[src/rtl/uart_tx_arbiter.sv]
// Round-robin arbiter that shares one UART_tx between NUM_REQ byte-stream requesters.
// Define UART_ARB_TIMEOUT_EN to revoke a grant whose owner stalls byte_vld for TIMEOUT cycles.
module uart_tx_arbiter #(
    parameter int NUM_REQ = 2,
    parameter int TIMEOUT = 4096
) (
    input  logic                 clk,
    input  logic                 rst,
    input  logic [NUM_REQ-1:0]   req,
    input  logic [NUM_REQ-1:0]   byte_vld,
    input  logic [8*NUM_REQ-1:0] byte_data,
    input  logic [NUM_REQ-1:0]   byte_last,
    output logic [NUM_REQ-1:0]   byte_ack,
    output logic [NUM_REQ-1:0]   gnt,
    output logic                 trmt,
    output logic [7:0]           tx_data,
    input  logic                 tx_done,
    output logic                 busy,
    output logic                 abort
);

    localparam int IW = $clog2(NUM_REQ);

    if (NUM_REQ < 2 || NUM_REQ > 8 || TIMEOUT < 1) begin : g_bad_param
        $error("uart_tx_arbiter: parameter out of range");
    end

    typedef enum logic [1:0] {IDLE, LOAD, SEND, WAIT_DONE} state_t;

    state_t        state, state_nxt;
    logic [IW-1:0] last_gnt;
    logic [IW-1:0] win, cand;
    logic          win_vld;
    logic          last_q;
    logic          do_grant, do_load, do_release, do_abort;
    logic          tmo_hit;
    int            idx;
    logic [7:0]    bytes [NUM_REQ];

    always_comb begin
        for (int i = 0; i < NUM_REQ; i++) bytes[i] = byte_data[8*i +: 8];
    end

    // last_gnt doubles as the owner index while a grant is held
    always_comb begin
        win     = '0;
        win_vld = 1'b0;
        idx     = 0;
        cand    = '0;
        for (int k = 1; k <= NUM_REQ; k++) begin
            idx = int'(last_gnt) + k;
            if (idx >= NUM_REQ) idx = idx - NUM_REQ;
            cand = IW'(idx);
            if (!win_vld && req[cand]) begin
                win_vld = 1'b1;
                win     = cand;
            end
        end
    end

`ifdef UART_ARB_TIMEOUT_EN
    localparam int CW = $clog2(TIMEOUT + 1);
    logic [CW-1:0] tmo_cnt;

    assign tmo_hit = (tmo_cnt == CW'(TIMEOUT));

    always_ff @(posedge clk or posedge rst) begin
        if (rst)                                    tmo_cnt <= '0;
        else if (state != LOAD || byte_vld[last_gnt]) tmo_cnt <= '0;
        else if (req[last_gnt] && !tmo_hit)         tmo_cnt <= tmo_cnt + CW'(1);
    end
`else
    assign tmo_hit = 1'b0;
`endif

    always_comb begin
        state_nxt  = state;
        byte_ack   = '0;
        do_grant   = 1'b0;
        do_load    = 1'b0;
        do_release = 1'b0;
        do_abort   = 1'b0;
        case (state)
            IDLE: if (win_vld) begin
                do_grant  = 1'b1;
                state_nxt = LOAD;
            end
            LOAD: begin
                if (byte_vld[last_gnt]) begin
                    byte_ack[last_gnt] = 1'b1;
                    do_load            = 1'b1;
                    state_nxt          = SEND;
                end else if (!req[last_gnt]) begin
                    do_release = 1'b1;
                    state_nxt  = IDLE;
                end else if (tmo_hit) begin
                    do_abort   = 1'b1;
                    do_release = 1'b1;
                    state_nxt  = IDLE;
                end
            end
            SEND: state_nxt = WAIT_DONE;
            WAIT_DONE: if (tx_done) begin
                if (last_q) begin
                    do_release = 1'b1;
                    state_nxt  = IDLE;
                end else begin
                    state_nxt = LOAD;
                end
            end
            default: state_nxt = IDLE;
        endcase
    end

    always_ff @(posedge clk or posedge rst) begin
        if (rst) begin
            state    <= IDLE;
            gnt      <= '0;
            last_gnt <= IW'(NUM_REQ - 1);
            tx_data  <= 8'h00;
            last_q   <= 1'b0;
            abort    <= 1'b0;
        end else begin
            state <= state_nxt;
            abort <= do_abort;
            if (do_grant) begin
                gnt      <= NUM_REQ'(1) << win;
                last_gnt <= win;
            end
            if (do_release) gnt <= '0;
            if (do_load) begin
                tx_data <= bytes[last_gnt];
                last_q  <= byte_last[last_gnt];
            end
        end
    end

    assign trmt = (state == SEND);
    assign busy = (state != IDLE);

endmodule
[config.mk]
export PLATFORM = sky130hd
export DESIGN_NAME = uart_tx_arbiter
export DESIGN_NICKNAME = d
export VERILOG_FILES = /design/src/rtl/uart_tx_arbiter.sv
export SDC_FILE = /design/constraint.sdc
export NUM_CORES = 1
export LEC_CHECK = 0
export ABC_AREA = 1
export ABC_CLOCK_PERIOD_IN_PS = 1900
export CORE_MARGIN = 1
export CORE_UTILIZATION = 34
export CTS_CLUSTER_SIZE = 14
export DETAILED_ROUTE_END_ITERATION = 8
export GPL_ROUTABILITY_DRIVEN = 1
export PLACE_DENSITY = 0.68
export SLEW_MARGIN = 20
export SYNTH_ARGS = -nofsm -noshare
export SYNTH_HDL_FRONTEND = slang
export SYNTH_SLANG_ARGS = --single-unit
export TNS_END_PERCENT = 100
[constraint.sdc]
create_clock -name clk -period 1.9 [get_ports clk]
set_input_delay 0.38 -clock clk [delete_from_list [all_inputs] [get_ports clk]]
set_output_delay 0.38 -clock clk [all_outputs]
set_load 0.01 [all_outputs]
* Word level (Yosys, flattened, before mapping)
Index checks and enable logic that the tools add are counted.
Word-level totals: bits in registers 14, input port bits 25, output and inout bits 15, word-level logic and storage cells 71
Operators by class: $add $sub $neg 4, order comparisons 7, eq/ne operators 6, shift operators 1, multiplexer cells 40, bitwise gates (word level) 1, reduce and logical (&&, ||, !) cells 7
Operators with widths (count):
- 1-bit 2-to-1 mux | 26
- 8-bit 2-to-1 mux | 3
- 2-bit 2-to-1 mux | 8
- 2-bit one-hot mux with 4 select lines | 1
- 1-bit by 2-bit less-than comparator with 1-bit output (second input constant) | 3
- 2-bit == test (second input constant) | 2
- 2-bit >= comparator (second input constant) | 2
- 2-bit != test (second input constant) | 2
- 2-bit nonzero test | 2
- 1-bit by 2-bit adder with 3-bit output (second input constant) | 1
- 3-bit by 2-bit >= comparator with 1-bit output (second input constant) | 1
- 3-bit != test (second input constant) | 1
- 3-bit AND reduction | 1
- 1-bit by 1-bit adder with 2-bit output (second input constant) | 1
- 2-bit by 1-bit == test with 1-bit output (second input constant) | 1
- 1-bit logical AND | 2
- 2-bit zero test | 1
- 1-bit inverter with 2-bit output | 1
- 1-bit one-hot mux with 2 select lines | 1
- 1-bit by 1-bit << shifter with 2-bit output (first input constant) | 1
- 1-bit subtractor (second input constant) | 2
- 1-bit demux with 1-bit select | 1
- 1-bit >= comparator (second input constant) | 1
- 1-bit zero test | 1

* Longest topological paths before layout
depth in word-level cells 13, depth in mapped cells 7, depth with buffers taken out 7

* Least setup slack after synthesis
No wires, ideal clock.
kind flip-flop to output port, start point reg last_gnt, end point out byte_ack[1], data arrival time 0.799 ns, required time 1.520 ns, path slack 0.721 ns, cell stages (with the launch flop) 3, path buffers 0, cell sequence dfstp_2 > nand2_2 > nor2_1
On the way: longest elaborated chain between the ends 6, elaborated cells on any way between the ends 9, those cells by class order compare (2); mux (6); reduce/logical (1)
RTL lines:
- start, declared | line 31 | logic [IW-1:0] last_gnt;
- start signal, assigned | line 119 | last_gnt <= IW'(NUM_REQ - 1);
- start signal, assigned | line 128 | last_gnt <= win;
- 1-bit by 2-bit less-than comparator with 1-bit output (implied by the code) / 1-bit >= comparator (equally long branches) | line 90 | byte_ack[last_gnt] = 1'b1;
- 1-bit logical AND (implied by the code) | line 90
- 1-bit 2-to-1 mux (implied by the code) | line 90
- 1-bit demux with 1-bit select | line 90
- 2-bit 2-to-1 mux (*) | line 89 | if (byte_vld[last_gnt]) begin
- 2-bit 2-to-1 mux (*) | line 83 | case (state)
- end, declared | line 13 | output logic [NUM_REQ-1:0] byte_ack,
Mark *: on every way between the ends. The rest lies on a longest branch, timed or not. The select of a mux whose other input is x is not followed.

==> impl_summary.txt <==
----------------------------------------------------
[Finish]
  Proportion of layout cells with a drive suffix above 1 ... 0.233
  Number of diodes added for antenna fixing ... 0
  Number of nets in the final layout ... 176
  Non-filler cells, final ... 178
  Area growth from synthesis to layout ... 50.9%
  Total of fill cells in the finished design ... 233

[STA]
  Aggregate negative setup slack ... 0 ns
  Slew headroom ... 0.615
  Setup repair after global routing missed its margin ... no
  Part of the cycle the worst path needs ... 0.950
  Total of endpoints with negative setup slack in the final report ... 0
  Final-report hold violation count ... 0
  Slew at the pin closest to its max-slew limit ... 0.577 ns
  Clock period minus worst slack ... 1.80 ns
  Maximum clock frequency ... 0.554 GHz
  Slew Limit Fails ... 0
  Worst setup margin ... 0.0959 ns
  Post-Route Hold Slack ... 0.459 ns
  Clock skew ... 0.000417 ns

[CTS]
  Max Root-Sink Buffers ... 2
  TritonCTS buffer count ... 3
  Clock tree from TritonCTS ... done
  Clock input transition at the sequential cells of the worst setup and hold paths ... 0.08 ns
  Clk root buf ... sky130_fd_sc_hd__clkbuf_4
  Clock sink total ... 14
  H-tree level count ... 1
  Insertion delay to the later sink of the worst-skew pair ... 0.27 ns

[Critical path]
  Critical Path AT ... 1.42 ns
  Reg-to-reg critical path endpoint ... tx_data[4]
  Reg-to-reg startpoint ... last_gnt
  Setup Crit Path Kind ... flop to output pin
  Reg-to-reg slack, setup ... 0.47 ns
  Critical path capture point type ... output pin
  Crit path launch type ... flop
  Number of cell instances on the worst register-to-register path ... 9
  Required time worst endpoint ... 1.52 ns
  Biggest fanout along the worst timing path ... 5

[Synthesis]
  Number of enable-type register cells in the synthesized netlist ... 0
  Count of unique library cells instantiated by Yosys ... 19
  Yosys Warn Count ... 0
  Register area share after synthesis ... 0.403
  Post-synthesis cell count ... 107
  Fraction of post-synthesis cell area in the top cell type by area ... 0.373
  Flip-flop and latch count after synthesis ... 14
  Synthesized area ... 872 um^2
  Number of nets produced by synthesis ... 132
  Post-synth ARST share ... 1.00
  Mean instance size in the synthesized netlist ... 8.15 um^2
  Cell type with the highest aggregate area in the netlist ... sky130_fd_sc_hd__dfrtp_1
  Cell types occupying the most area after synthesis ... sky130_fd_sc_hd__dfrtp_1 37%, sky130_fd_sc_hd__o211ai_2 11%, sky130_fd_sc_hd__nand2_1 10%
  Most common flop cell mapped by yosys ... sky130_fd_sc_hd__dfrtp_1

[Job]
  Number of max-capacitance violations reported ... 0

[Pwr]
  Cell area power density ... 1390 nW/um^2
  Worst vdd rail ir drop ... 0.746 mV
  Power consumption ... 1.83 mW
  Reported leakage power ... 0.637 nW

[Detailed routing]
  Via count ... 810
  Avg WL per Cell ... 11.5 um
  DRT iter0 DRCs ... 5
  Via-per-instance ratio ... 4.55
  Remaining antenna violation count after routing ... 0
  Final routed wirelength across all metal layers ... 2.05 mm
  Pre-antenna DRT Iters ... 5
  Remaining DRCs ... 0

[Outcome]
  Status ... finished clean

[Floorplan]
  Horiz. Die Dim ... 52.6 um
  Num ports ... 40
  Row cnt ... 17
  Core area ... 2320 um^2
  Overall die area ... 2770 um^2
  Starting utilization of the core area ... 0.376
  Chip Height ... 52.6 um

[Hold path]
  Worst Hold Class ... input port to asynchronous set/reset pin

[Place]
  Buffers on Ports ... 38
  Number of cells in the design after placement ... 173
  Placed wire-length estimate ... 1.57 mm
  Worst setup slack before clock tree synthesis ... -0.0366 ns
  GP Congestion ... 0.766

[Global routing]
  Number of antenna violations at the first check in global routing ... 0
  Pin count of the biggest net entering global routing ... 15
  GRT Overall Usage ... 0.173
  Number of global-route vias before repair ... 818
  First-pass GRT wire length ... 3.44 mm
  Overflow left after global routing ... 0

----------------------------------------------------
-- final cells by class --
| cell class | instances | area, um^2 | area share |
|---|---|---|---|
| Inverter | 16 | 70.1 | 0.0532 |
| Sequential cell | 14 | 352 | 0.267 |
| Clock buffer | 4 | 26.3 | 0.0200 |
| Multi-Input combinational cell | 74 | 425 | 0.323 |
| Timing Repair Buffer | 42 | 408 | 0.310 |
| Tap cell | 28 | 35.0 | 0.0266 |
-- critical path, stage by stage, from the launching register on --
cell and delay, ns:
sky130_fd_sc_hd__dfrtp_1 0.44, sky130_fd_sc_hd__nor2_2 0.17, sky130_fd_sc_hd__inv_1 0.07, sky130_fd_sc_hd__clkdlybuf4s50_1 0.47
-- power breakdown --
part           internal (mW)  switching [mW]
Combinational          0.526           0.581
Clock                 0.0812          0.0936
Sequential             0.453           0.100
Total                   1.06           0.775
-- kinds of logic after synthesis --
group,count (synthesis),share of synthesized area
AOI/OAI and AO/OA,13,0.151
buffers and inverters,19,0.112
DFF,14,0.403
other,1,0.00430
and+or+nand+nor,60,0.330
-- through the flow --
| step | cell area (um^2) | utilization |
|---|---|---|
| 2_1_floorplan | 872 | - |
| 3_3_place_gp | 1280 | 0.552 |
| 3_5_place_dp | 1280 | 0.552 |
| 4_1_cts | 1310 | 0.567 |
| 5_1_grt | 1320 | 0.568 |
| 6_report | 1320 | 0.568 |
-- how the worst max path moves through the flow --
stage               slack (ns)        start           to  cells past startpoint
floorplan                 0.72     last_gnt  byte_ack[1]                      2
global placement         -0.01  byte_vld[1]  byte_ack[1]                      4
detailed placement       -0.04  byte_vld[0]  byte_ack[0]                      4
CTS                       0.04         flop         busy                      3
global route             0.009         flop         busy                      3
finish                     0.1         flop         busy                      3
-- per-layer routing --
metal  track usage  part of all wire  wire length, um  vias up
li1              -                 -                -      415
met1         0.215              0.47              969      361
met2         0.289              0.45              916       32
met3        0.0377             0.074              151        2
met4        0.0658            0.0063               13        0
met5             0                 0                0        -
-- Yosys cell counts, types with 2 or more instances --
master,instances
sky130_fd_sc_hd__dfrtp_1,13
sky130_fd_sc_hd__nand2_1,24
sky130_fd_sc_hd__inv_1,12
sky130_fd_sc_hd__nand3_1,4
sky130_fd_sc_hd__o211ai_2,8
sky130_fd_sc_hd__nand2_2,12
sky130_fd_sc_hd__buf_6,2
sky130_fd_sc_hd__nor2_1,11
sky130_fd_sc_hd__o21ai_0,2
sky130_fd_sc_hd__or2_0,8
sky130_fd_sc_hd__inv_2,3
-- sequential cells by signal, summed over array words and instances, names as in the netlist, named ones only --
name,flops
last_q,1
tx_data,8
gnt,2
last_gnt,1
state,1
-- cell usage in the layout, fill, tap and decap left out --
cell,instances
sky130_fd_sc_hd__clkdlybuf4s50_1,36
sky130_fd_sc_hd__nand2_1,24
sky130_fd_sc_hd__dfrtp_1,13
sky130_fd_sc_hd__inv_1,12
sky130_fd_sc_hd__nand2_2,12
sky130_fd_sc_hd__nor2_1,10
sky130_fd_sc_hd__or2_0,8
sky130_fd_sc_hd__o211ai_2,8
sky130_fd_sc_hd__nand3_1,4
sky130_fd_sc_hd__buf_4,4
sky130_fd_sc_hd__clkbuf_4,3
sky130_fd_sc_hd__inv_2,2
sky130_fd_sc_hd__o21ai_0,2
sky130_fd_sc_hd__dlygate4sd2_1,2
sky130_fd_sc_hd__inv_4,1
sky130_fd_sc_hd__nand2_4,1
sky130_fd_sc_hd__inv_8,1
sky130_fd_sc_hd__o21ai_2,1
sky130_fd_sc_hd__nor2_2,1
sky130_fd_sc_hd__a21oi_1,1
sky130_fd_sc_hd__o211ai_1,1
sky130_fd_sc_hd__conb_1,1
sky130_fd_sc_hd__clkbuf_1,1
sky130_fd_sc_hd__dfstp_2,1
-- what timing repair did --
action | 4_1_cts | 5_1_grt
cloned | 0 | 0
endpoints found under the setup margin | 2 | 1
setup buffers | 1 | 0
resized for setup | 3 | 1
hold buffers | 0 | 0
Power figures use the tool's default switching activity.
